--- src/rtl/clap_axi_pkg.sv ---
// Shared AXI read-side constants, line-fill FSM encoding and address helpers.
package clap_axi_pkg;

    localparam int unsigned LINE_WORDS_DEFAULT = 16;
    localparam logic [2:0]  AXI_SIZE_WORD      = 3'b010;
    localparam logic [1:0]  AXI_BURST_INCR     = 2'b01;
    localparam logic [1:0]  AXI_RESP_OKAY      = 2'b00;

    typedef enum logic [1:0] {
        StIdle   = 2'd0,
        StAr     = 2'd1,
        StRecv   = 2'd2,
        StFinish = 2'd3
    } rd_state_e;

    // Cached fills always start on a 64-byte boundary.
    function automatic logic [31:0] line_align(input logic [31:0] addr);
        return {addr[31:6], 6'b0};
    endfunction

endpackage

--- src/rtl/rd_buffer_axi_reg.sv ---
// Enabled register with asynchronous active-low clear; used for request latching.
module rd_buffer_axi_reg #(
    parameter int unsigned WIDTH = 32
) (
    input  logic             clk,
    input  logic             rstn,
    input  logic             en,
    input  logic [WIDTH-1:0] d,
    output logic [WIDTH-1:0] q
);

    always_ff @(posedge clk or negedge rstn) begin
        if (!rstn) begin
            q <= '0;
        end else if (en) begin
            q <= d;
        end
    end

endmodule

--- src/rtl/rd_buffer_axi.sv ---
// AXI read buffer: issues one INCR burst per cache fill and assembles beats into r_line.
// Define CLAP_RD_RRESP_CHECK_EN to report non-OKAY rresp on rd_err (otherwise rd_err is 0).
module rd_buffer_axi
    import clap_axi_pkg::*;
#(
    parameter int unsigned LINE_WORDS = LINE_WORDS_DEFAULT
) (
    input  logic                     clk,
    input  logic                     rstn,
    input  logic                     rd_req,
    input  logic [31:0]              rd_addr,
    input  logic                     uncache,
    output logic                     arvalid,
    input  logic                     arready,
    output logic [31:0]              araddr,
    output logic [7:0]               arlen,
    output logic [2:0]               arsize,
    output logic [1:0]               arburst,
    input  logic                     rvalid,
    output logic                     rready,
    input  logic [31:0]              rdata,
    input  logic                     rlast,
    input  logic [1:0]               rresp,
    output logic [32*LINE_WORDS-1:0] r_line,
    output logic                     rd_finish,
    input  logic                     rd_reset,
    output logic                     rd_err
);

    localparam int unsigned     CNT_W   = (LINE_WORDS > 1) ? $clog2(LINE_WORDS) : 1;
    localparam logic [CNT_W-1:0] CNT_MAX = CNT_W'(LINE_WORDS - 1);

    rd_state_e        state_q;
    logic [CNT_W-1:0] count_q;
    logic [32:0]      req_q;
    logic [31:0]      addr_q;
    logic             uncache_q;
    logic             req_accept;
    logic             beat_ok;

    assign req_accept = (state_q == StIdle) && rd_req;
    assign beat_ok    = rvalid && rready;

    rd_buffer_axi_reg #(
        .WIDTH (33)
    ) u_req_reg (
        .clk  (clk),
        .rstn (rstn),
        .en   (req_accept),
        .d    ({uncache, rd_addr}),
        .q    (req_q)
    );

    assign addr_q    = req_q[31:0];
    assign uncache_q = req_q[32];

    // Address channel fields come straight from the latch, so they hold while arvalid waits.
    assign araddr  = uncache_q ? addr_q : line_align(addr_q);
    assign arlen   = uncache_q ? 8'd0 : 8'(LINE_WORDS - 1);
    assign arsize  = AXI_SIZE_WORD;
    assign arburst = AXI_BURST_INCR;

    always_ff @(posedge clk or negedge rstn) begin
        if (!rstn) begin
            state_q   <= StIdle;
            count_q   <= '0;
            arvalid   <= 1'b0;
            rready    <= 1'b0;
            rd_finish <= 1'b0;
            r_line    <= '0;
        end else begin
            unique case (state_q)
                StIdle: begin
                    if (rd_req) begin
                        state_q <= StAr;
                        arvalid <= 1'b1;
                        count_q <= '0;
                    end
                end
                StAr: begin
                    if (arready) begin
                        state_q <= StRecv;
                        arvalid <= 1'b0;
                        rready  <= 1'b1;
                    end
                end
                StRecv: begin
                    if (beat_ok) begin
                        r_line[{count_q, 5'b0} +: 32] <= rdata;
                        // Overlong bursts keep overwriting the last word rather than wrapping.
                        if (count_q != CNT_MAX) begin
                            count_q <= count_q + 1'b1;
                        end
                        if (rlast) begin
                            state_q   <= StFinish;
                            rready    <= 1'b0;
                            rd_finish <= 1'b1;
                        end
                    end
                end
                StFinish: begin
                    if (rd_reset) begin
                        state_q   <= StIdle;
                        rd_finish <= 1'b0;
                    end
                end
                default: begin
                    state_q <= StIdle;
                end
            endcase
        end
    end

`ifdef CLAP_RD_RRESP_CHECK_EN
    logic err_q;

    always_ff @(posedge clk or negedge rstn) begin
        if (!rstn) begin
            err_q <= 1'b0;
        end else if (req_accept) begin
            err_q <= 1'b0;
        end else if (state_q == StRecv && beat_ok && rresp != AXI_RESP_OKAY) begin
            err_q <= 1'b1;
        end
    end

    assign rd_err = err_q;
`else
    logic unused_rresp;

    assign unused_rresp = ^rresp;
    assign rd_err       = 1'b0;
`endif

endmodule

--- config.mk ---
export PLATFORM = sky130hd
export DESIGN_NAME = rd_buffer_axi
export DESIGN_NICKNAME = d
export VERILOG_FILES = /design/src/rtl/clap_axi_pkg.sv /design/src/rtl/rd_buffer_axi_reg.sv /design/src/rtl/rd_buffer_axi.sv
export SDC_FILE = /design/constraint.sdc
export NUM_CORES = 1
export LEC_CHECK = 0
export CORE_ASPECT_RATIO = 0.6
export CORE_UTILIZATION = 26
export CTS_CLUSTER_SIZE = 10
export DETAILED_ROUTE_END_ITERATION = 8
export PLACE_DENSITY = 0.57
export SLEW_MARGIN = 20
export SYNTH_ARGS = -nofsm -noshare
export SYNTH_HDL_FRONTEND = slang
export SYNTH_SLANG_ARGS = --single-unit
--- constraint.sdc ---
create_clock -name clk -period 4.05 [get_ports clk]
set_clock_uncertainty 0.15 [all_clocks]
set_input_delay 0.6075 -clock clk [delete_from_list [all_inputs] [get_ports clk]]
set_output_delay 0.6075 -clock clk [all_outputs]
set_load 0.005 [all_outputs]
* After elaboration in Yosys (flattened, before gate mapping)
Index checks and enable logic that the tools add are counted.
** Word-level totals
- Word-level logic and storage cells :: 58
- Register bits after elaboration :: 554
** Operators by class
- Shift operators :: 2
- Equality and inequality tests :: 10
- Muxes and demuxes :: 24
- Add/sub/neg operators :: 2
- Reduce and logical (&&, ||, !) cells :: 13
** Operators with widths (number)
- bitwise mux 512 bit :: 1
- variable shift 32 x 11 -> 512 bit (first input constant) :: 1
- indexed part select 32 x 11 -> 512 bit :: 1
- two-way mux 4 bit :: 4
- != test 2 bit (second input constant) :: 6
- AND reduction 4 bit :: 3
- negator 9 -> 11 bit :: 1
- two-way mux 2 bit :: 5
- two-way mux 1 bit :: 8
- case mux 2 bit (4 select lines) :: 1
- case mux 4 bit (2 select lines) :: 1
- nonzero test 2 bit :: 4
- two-way mux 6 bit :: 1
- case mux 1 bit (2 select lines) :: 3
- AND reduction 5 bit :: 1
- adder 4 x 1 -> 4 bit (second input constant) :: 1
- equality test 2 bit (second input constant) :: 2
- != test 4 bit (second input constant) :: 1
- AND reduction 3 bit :: 1
- equality test 2 x 1 -> 1 bit (second input constant) :: 1
- logical AND 1 bit :: 2
- logical NOT 2 bit :: 1
- AND reduction 2 bit :: 1

* Longest topological paths before layout
- Word-level depth :: 4
- Gate-level depth with buffers :: 11
- Mapped depth without buffers :: 6

* By module
From an unflattened synthesis, not the netlist that was laid out.
** Second synthesis, totals
- Cell total of the unflattened synthesis :: 1445
- Area, all modules :: 22153.7 µm²
** Modules (own cells, without submodules)
- rd_buffer_axi :: area each 20772.4 µm², instances 1, cells an instance 1375, sequential area each 13037.5 µm²
- rd_buffer_axi_reg :: area each 1381.3 µm², instances 1, cells an instance 70, sequential area each 825.8 µm²

* Worst setup path after synthesis
No wires, ideal clock.
- Path type :: reg-to-reg
- From :: register count_q[0]
- To :: register r_line[258]
- Setup time :: 0.125 ns
- Slack :: 1.040 ns
- Data required time :: 3.775 ns
- Stages on the path, launching flop included :: 11
- Data arrival time :: 2.735 ns
- Cell sequence :: dfrtp_1 -> buf_2 -> clkbuf_1 -> inv_1 -> ha_1 -> clkbuf_1 -> nor4_2 -> nor2b_1 -> clkbuf_2 -> buf_2 -> mux2_2
** Between the ends
- Longest elaborated chain between the ends :: 3
- Elaborated cells between the ends (all ways) :: 4
- Classes of those cells :: add/sub (1); shift (2); mux (1)
** RTL lines
- start: declaration :: RTL line rd_buffer_axi.sv:34 : logic [CNT_W-1:0] count_q;
- start signal: assignment :: RTL line rd_buffer_axi.sv:92 : count_q <= count_q + 1'b1;
- negator 9 -> 11 bit (*) :: RTL line rd_buffer_axi.sv:89 : r_line[{count_q, 5'b0} +: 32] <= rdata;
- indexed part select 32 x 11 -> 512 bit / variable shift 32 x 11 -> 512 bit (equally long branches) :: RTL line rd_buffer_axi.sv:89
- bitwise mux 512 bit (*) :: RTL line rd_buffer_axi.sv:89
- end signal: indexed assignment :: RTL line rd_buffer_axi.sv:89
- end: declaration :: RTL line rd_buffer_axi.sv:24 : output logic [32*LINE_WORDS-1:0] r_line,
Mark *: on every way between the ends. The rest lies on a longest branch, timed or not.
A chain may end at the register's enable or synchronous reset.

* Worst setup path after layout
- From :: register state_q[0]
- To :: register r_line[132]
** Between the ends
- Longest elaborated chain between the ends :: 2
** RTL lines
- start: declaration :: RTL line rd_buffer_axi.sv:33 : rd_state_e state_q;
- start signal: assignment :: RTL line rd_buffer_axi.sv:65 : state_q <= StIdle;
- start signal: assignment :: RTL line rd_buffer_axi.sv:75 : state_q <= StAr;
- start signal: assignment :: RTL line rd_buffer_axi.sv:82 : state_q <= StRecv;
- equality test 2 bit :: RTL line rd_buffer_axi.sv:72 : unique case (state_q)
- AND reduction 2 bit (no source line)
No other way between the ends.

==> impl_table.tex <==
\begin{tabular}{lr}
\hline
Metric & Value \\
\hline
\multicolumn{2}{l}{\textbf{CTS}} \\
\quad Clock root buffer master & sky130\_fd\_sc\_hd\_\_clkbuf\_16 \\
\quad Buffers inserted during post-CTS setup optimization & 0 \\
\quad Largest buffer count on any clock path & 3 \\
\quad Number of CTS-inserted buffers & 66 \\
\quad Reg clk slew, reported paths & 0.06 ns \\
\quad CTS tree & built \\
\quad Clock insertion delay at the later pin of the skew report & 0.60 ns \\
\quad H-Tree Level Count & 3 \\
\quad Number of clock sinks & 554 \\
\multicolumn{2}{l}{\textbf{Yosys}} \\
\quad Post-synthesis instance area & 22140 sq um \\
\quad Synth unique cells & 42 \\
\quad Area fraction in compound gates after synthesis & 0.007800 \\
\quad Fraction of synthesis flops using an asynchronous set or reset pin & 1.000 \\
\quad Syn Area/Cell & 15.31 sq um \\
\quad Count of mapped cells out of synthesis & 1446 \\
\quad Most used flip-flop cell after synthesis & sky130\_fd\_sc\_hd\_\_dfrtp\_1 \\
\quad Number of flops mapped to enable cells by yosys & 0 \\
\quad Post-synthesis share of cell area spent on and, or, nand and nor gates & 0.04482 \\
\quad Number of register bits inferred by synthesis & 554 \\
\quad Fraction of synthesized cell area in xor and xnor cells & 0.001130 \\
\quad Fraction of the mapped netlist area in adder cells & 0.005087 \\
\quad Combinational family with the most area after synthesis & multiplexers \\
\quad Share of synthesized area occupied by flip-flops and latches & 0.6262 \\
\quad Yosys synthesis warning count & 0 \\
\quad Multiplexer share of the synthesized area & 0.2791 \\
\multicolumn{2}{l}{\textbf{Routing}} \\
\quad Wire length reported by the detailed router & 73.79 mm \\
\quad Total DRC errors in the routed layout & 0 \\
\quad Iteration count of the initial detailed-routing pass & 4 \\
\quad Starting DRC count in detailed routing & 674 \\
\quad Number of nets still failing antenna checks after routing & 0 \\
\quad Total via count in the routed design & 14210 \\
\quad Routed WL per cell & 23.06 um \\
\quad Post-detailed-route via-to-cell ratio & 4.440 \\
\multicolumn{2}{l}{\textbf{STA}} \\
\quad Count of endpoints failing setup in the final report & 0 \\
\quad Maximum frequency from static timing analysis & 302.2 MHz \\
\quad Final min period & 3.309 ns \\
\quad Final hold violation count & 0 \\
\quad Post-route fraction of the period consumed by the critical path & 0.8171 \\
\quad Relative slew slack & 0.3387 \\
\quad Setup tns final & 0 ns \\
\quad Slew at the pin closest to its max-slew limit & 0.9899 ns \\
\quad Max Transition Viols Final & 0 \\
\quad Unrepaired setup endpoints after global routing & false \\
\quad Tightest hold margin & 0.3366 ns \\
\multicolumn{2}{l}{\textbf{Worst setup path}} \\
\quad Instance count on the critical path & 7 \\
\quad Max FO, Critical Path & 22 \\
\quad R2R depth & 7 \\
\quad Cell at the slowest stage of the critical path & sky130\_fd\_sc\_hd\_\_ha\_1 \\
\quad Count of buffering cells on the critical path with inverters included & 3 \\
\quad Critical path startpoint category & flop \\
\quad Terminus of the critical flop-to-flop path & r\_line[132] \\
\quad Top Family by Delay on Critical Path & simple AND/OR/NAND/NOR gates \\
\quad Crit-path cells & inv\_1, ha\_1, inv\_1, nor4\_2, nand3\_2, buf\_12, mux2\_1 \\
\quad Worst stage delay on the critical path & 0.56 ns \\
\quad Arrival time of data at the critical path endpoint & 3.65 ns \\
\quad Setup slack on the worst flop-to-flop path & 0.74 ns \\
\quad Worst setup path class & flop to flop \\
\quad Beginning of the worst register-to-register path & state\_q[0] \\
\quad Most used cell, CP & sky130\_fd\_sc\_hd\_\_inv\_1 \\
\quad Critical Path Sink Type & flop \\
\quad Critical path data required time & 4.39 ns \\
\multicolumn{2}{l}{\textbf{GRT}} \\
\quad GRT Residual Overflow & 0 \\
\quad First-pass GRT wire length & 108.1 mm \\
\quad Vias in the first global route & 15570 \\
\quad Largest net degree at the start of global routing & 113 \\
\quad Antenna violations before repair & 5 \\
\quad Total track usage & 0.1707 \\
\multicolumn{2}{l}{\textbf{Hold path}} \\
\quad Worst Hold Path Cells & 1 \\
\quad Worst hold path type & flop to flop \\
\quad Min-Delay Endpoint & r\_line[350] \\
\quad Worst Hold Launch & r\_line[350] \\
\multicolumn{2}{l}{\textbf{Die}} \\
\quad Starting density of the core & 0.2638 \\
\quad IO Pins & 635 \\
\quad X dimension of the die & 378.7 um \\
\quad Total die area & 86350 sq um \\
\quad Cell row count & 82 \\
\quad DIE HEIGHT & 228.0 um \\
\quad CORE AREA & 83930 sq um \\
\multicolumn{2}{l}{\textbf{Power}} \\
\quad Power density over cell area & 564.5 nW/um\^{}2 \\
\quad Worst voltage drop across the vdd grid & 272.4 uV \\
\quad Leak & 14.61 nW \\
\multicolumn{2}{l}{\textbf{Finish}} \\
\quad Ratio of cells with drive above 1 in the final layout & 0.3251 \\
\quad Area overhead of the layout relative to synthesis & 42.38\% \\
\quad Highest-count cells in the layout ignoring fill and taps & sky130\_fd\_sc\_hd\_\_clkdlybuf4s50\_1, sky130\_fd\_sc\_hd\_\_dfrtp\_1, sky130\_fd\_sc\_hd\_\_mux2\_2 \\
\quad \# nets final & 2132 \\
\quad Most frequent standard cell in the layout excluding fill and tap cells & sky130\_fd\_sc\_hd\_\_clkdlybuf4s50\_1 \\
\quad Fillcell total & 8004 \\
\multicolumn{2}{l}{\textbf{Place}} \\
\quad Number of I/O port buffers & 622 \\
\quad Detailed placer's ending HPWL & 52.37 mm \\
\quad Final weighted congestion in routability-driven placement & 0.7849 \\
\multicolumn{2}{l}{\textbf{Outcome}} \\
\quad Status & finished, final reports clean \\
\multicolumn{2}{l}{\textbf{Flow run}} \\
\quad Max-cap violation count & 0 \\
\hline
\end{tabular}
cell usage after synthesis, types with 3 or more instances:
cell,n,share of area
sky130_fd_sc_hd__inv_1,8,0.0014
sky130_fd_sc_hd__nor2_1,11,0.0019
sky130_fd_sc_hd__mux2_2,523,0.27
sky130_fd_sc_hd__nand2_1,12,0.0020
sky130_fd_sc_hd__nand3_1,6,0.0014
sky130_fd_sc_hd__mux2i_1,3,0.0014
sky130_fd_sc_hd__dfrtp_1,554,0.63
sky130_fd_sc_hd__o21ai_0,7,0.0016
sky130_fd_sc_hd__nor2b_1,36,0.010
sky130_fd_sc_hd__buf_2,45,0.010
sky130_fd_sc_hd__nand2b_1,4,0.0011
sky130_fd_sc_hd__ha_1,9,0.0051
sky130_fd_sc_hd__mux2_1,23,0.012
sky130_fd_sc_hd__and2_1,39,0.011
sky130_fd_sc_hd__nand3_2,4,0.0018
sky130_fd_sc_hd__clkbuf_1,15,0.0025
sky130_fd_sc_hd__nand4_1,3,0.00085
sky130_fd_sc_hd__buf_1,35,0.0059
sky130_fd_sc_hd__and3_1,34,0.0096
sky130_fd_sc_hd__buf_4,45,0.015
sky130_fd_sc_hd__a21oi_1,4,0.00090
worst max path at each step:
stage / to / startpoint / slack, ns
after detailed placement: r_line[132] / rvalid / 0.65
after global placement: r_line[132] / rvalid / 0.78
after floorplan: r_line[258] / count_q[0] / 1.04
final: r_line[132] / state_q[0] / 0.74
after global routing: r_line[132] / state_q[0] / 0.47
after CTS: r_line[132] / state_q[0] / 0.66
sequential cells by signal, indices dropped and copies added, names as in the netlist:
register / flops
u_req_reg.q: 33
rready: 1
arvalid: 1
count_q: 4
state_q: 2
rd_finish: 1
r_line: 512
cell type report:
type / instances / area (sq um) / share of cell area
clock buffers: 76 / 1732 / 0.05494
multi-input cells: 751 / 7606 / 0.2413
flip-flops and latches: 554 / 13860 / 0.4399
clock inverters: 7 / 126.4 / 0.004009
well taps: 1134 / 1419 / 0.04502
diodes: 2 / 5.005 / 0.0001588
inverters: 8 / 30.03 / 0.0009527
repair buffers: 668 / 6736 / 0.2137
metal layers:
layer	part of all wire	global-route usage	vias up
met3	0.087	0.06363	95
met4	0.022	0.05149	2
met1	0.44	0.2233	7456
met2	0.45	0.2611	456
li1	-	-	6199
met5	0.00026	0	-
power breakdown:
part           leakage (nW)  internal (mW)  switching (mW)
logic                  6.17           3.02            2.09
registers              7.53           6.64           0.663
clock network         0.905           3.13            2.24
total                  14.6           12.8            5.00
cells by family after synthesis:
logic type      after synthesis
mux                         549
buf+inv                     149
fa+ha+maj                     9
simple gates                159
xor+xnor                      2
compound gates               22
flops                       554
other cells                   2
timing repair:
action                    CTS  global route
hold endpoints to repair   35             0
resized for setup           0             0
hold buffers                1             0
through the flow:
stage | total power [mW] | worst slack [ns] | instance area (sq um) | utilization | cells
after global routing | 18.75 | 0.4682 | 31510 | 0.3755 | 3198
after CTS | 18.09 | 0.6644 | 31490 | 0.3752 | 3197
final | 17.79 | 0.7408 | 31520 | 0.3756 | 3200
after floorplan | 9.374 | 1.040 | 22170 | - | 1454
after global placement | 12.42 | 0.7773 | 29620 | 0.3529 | 3113
after detailed placement | 12.56 | 0.6502 | 29620 | 0.3529 | 3113
No activity file was read; power rests on OpenSTA's default activity.
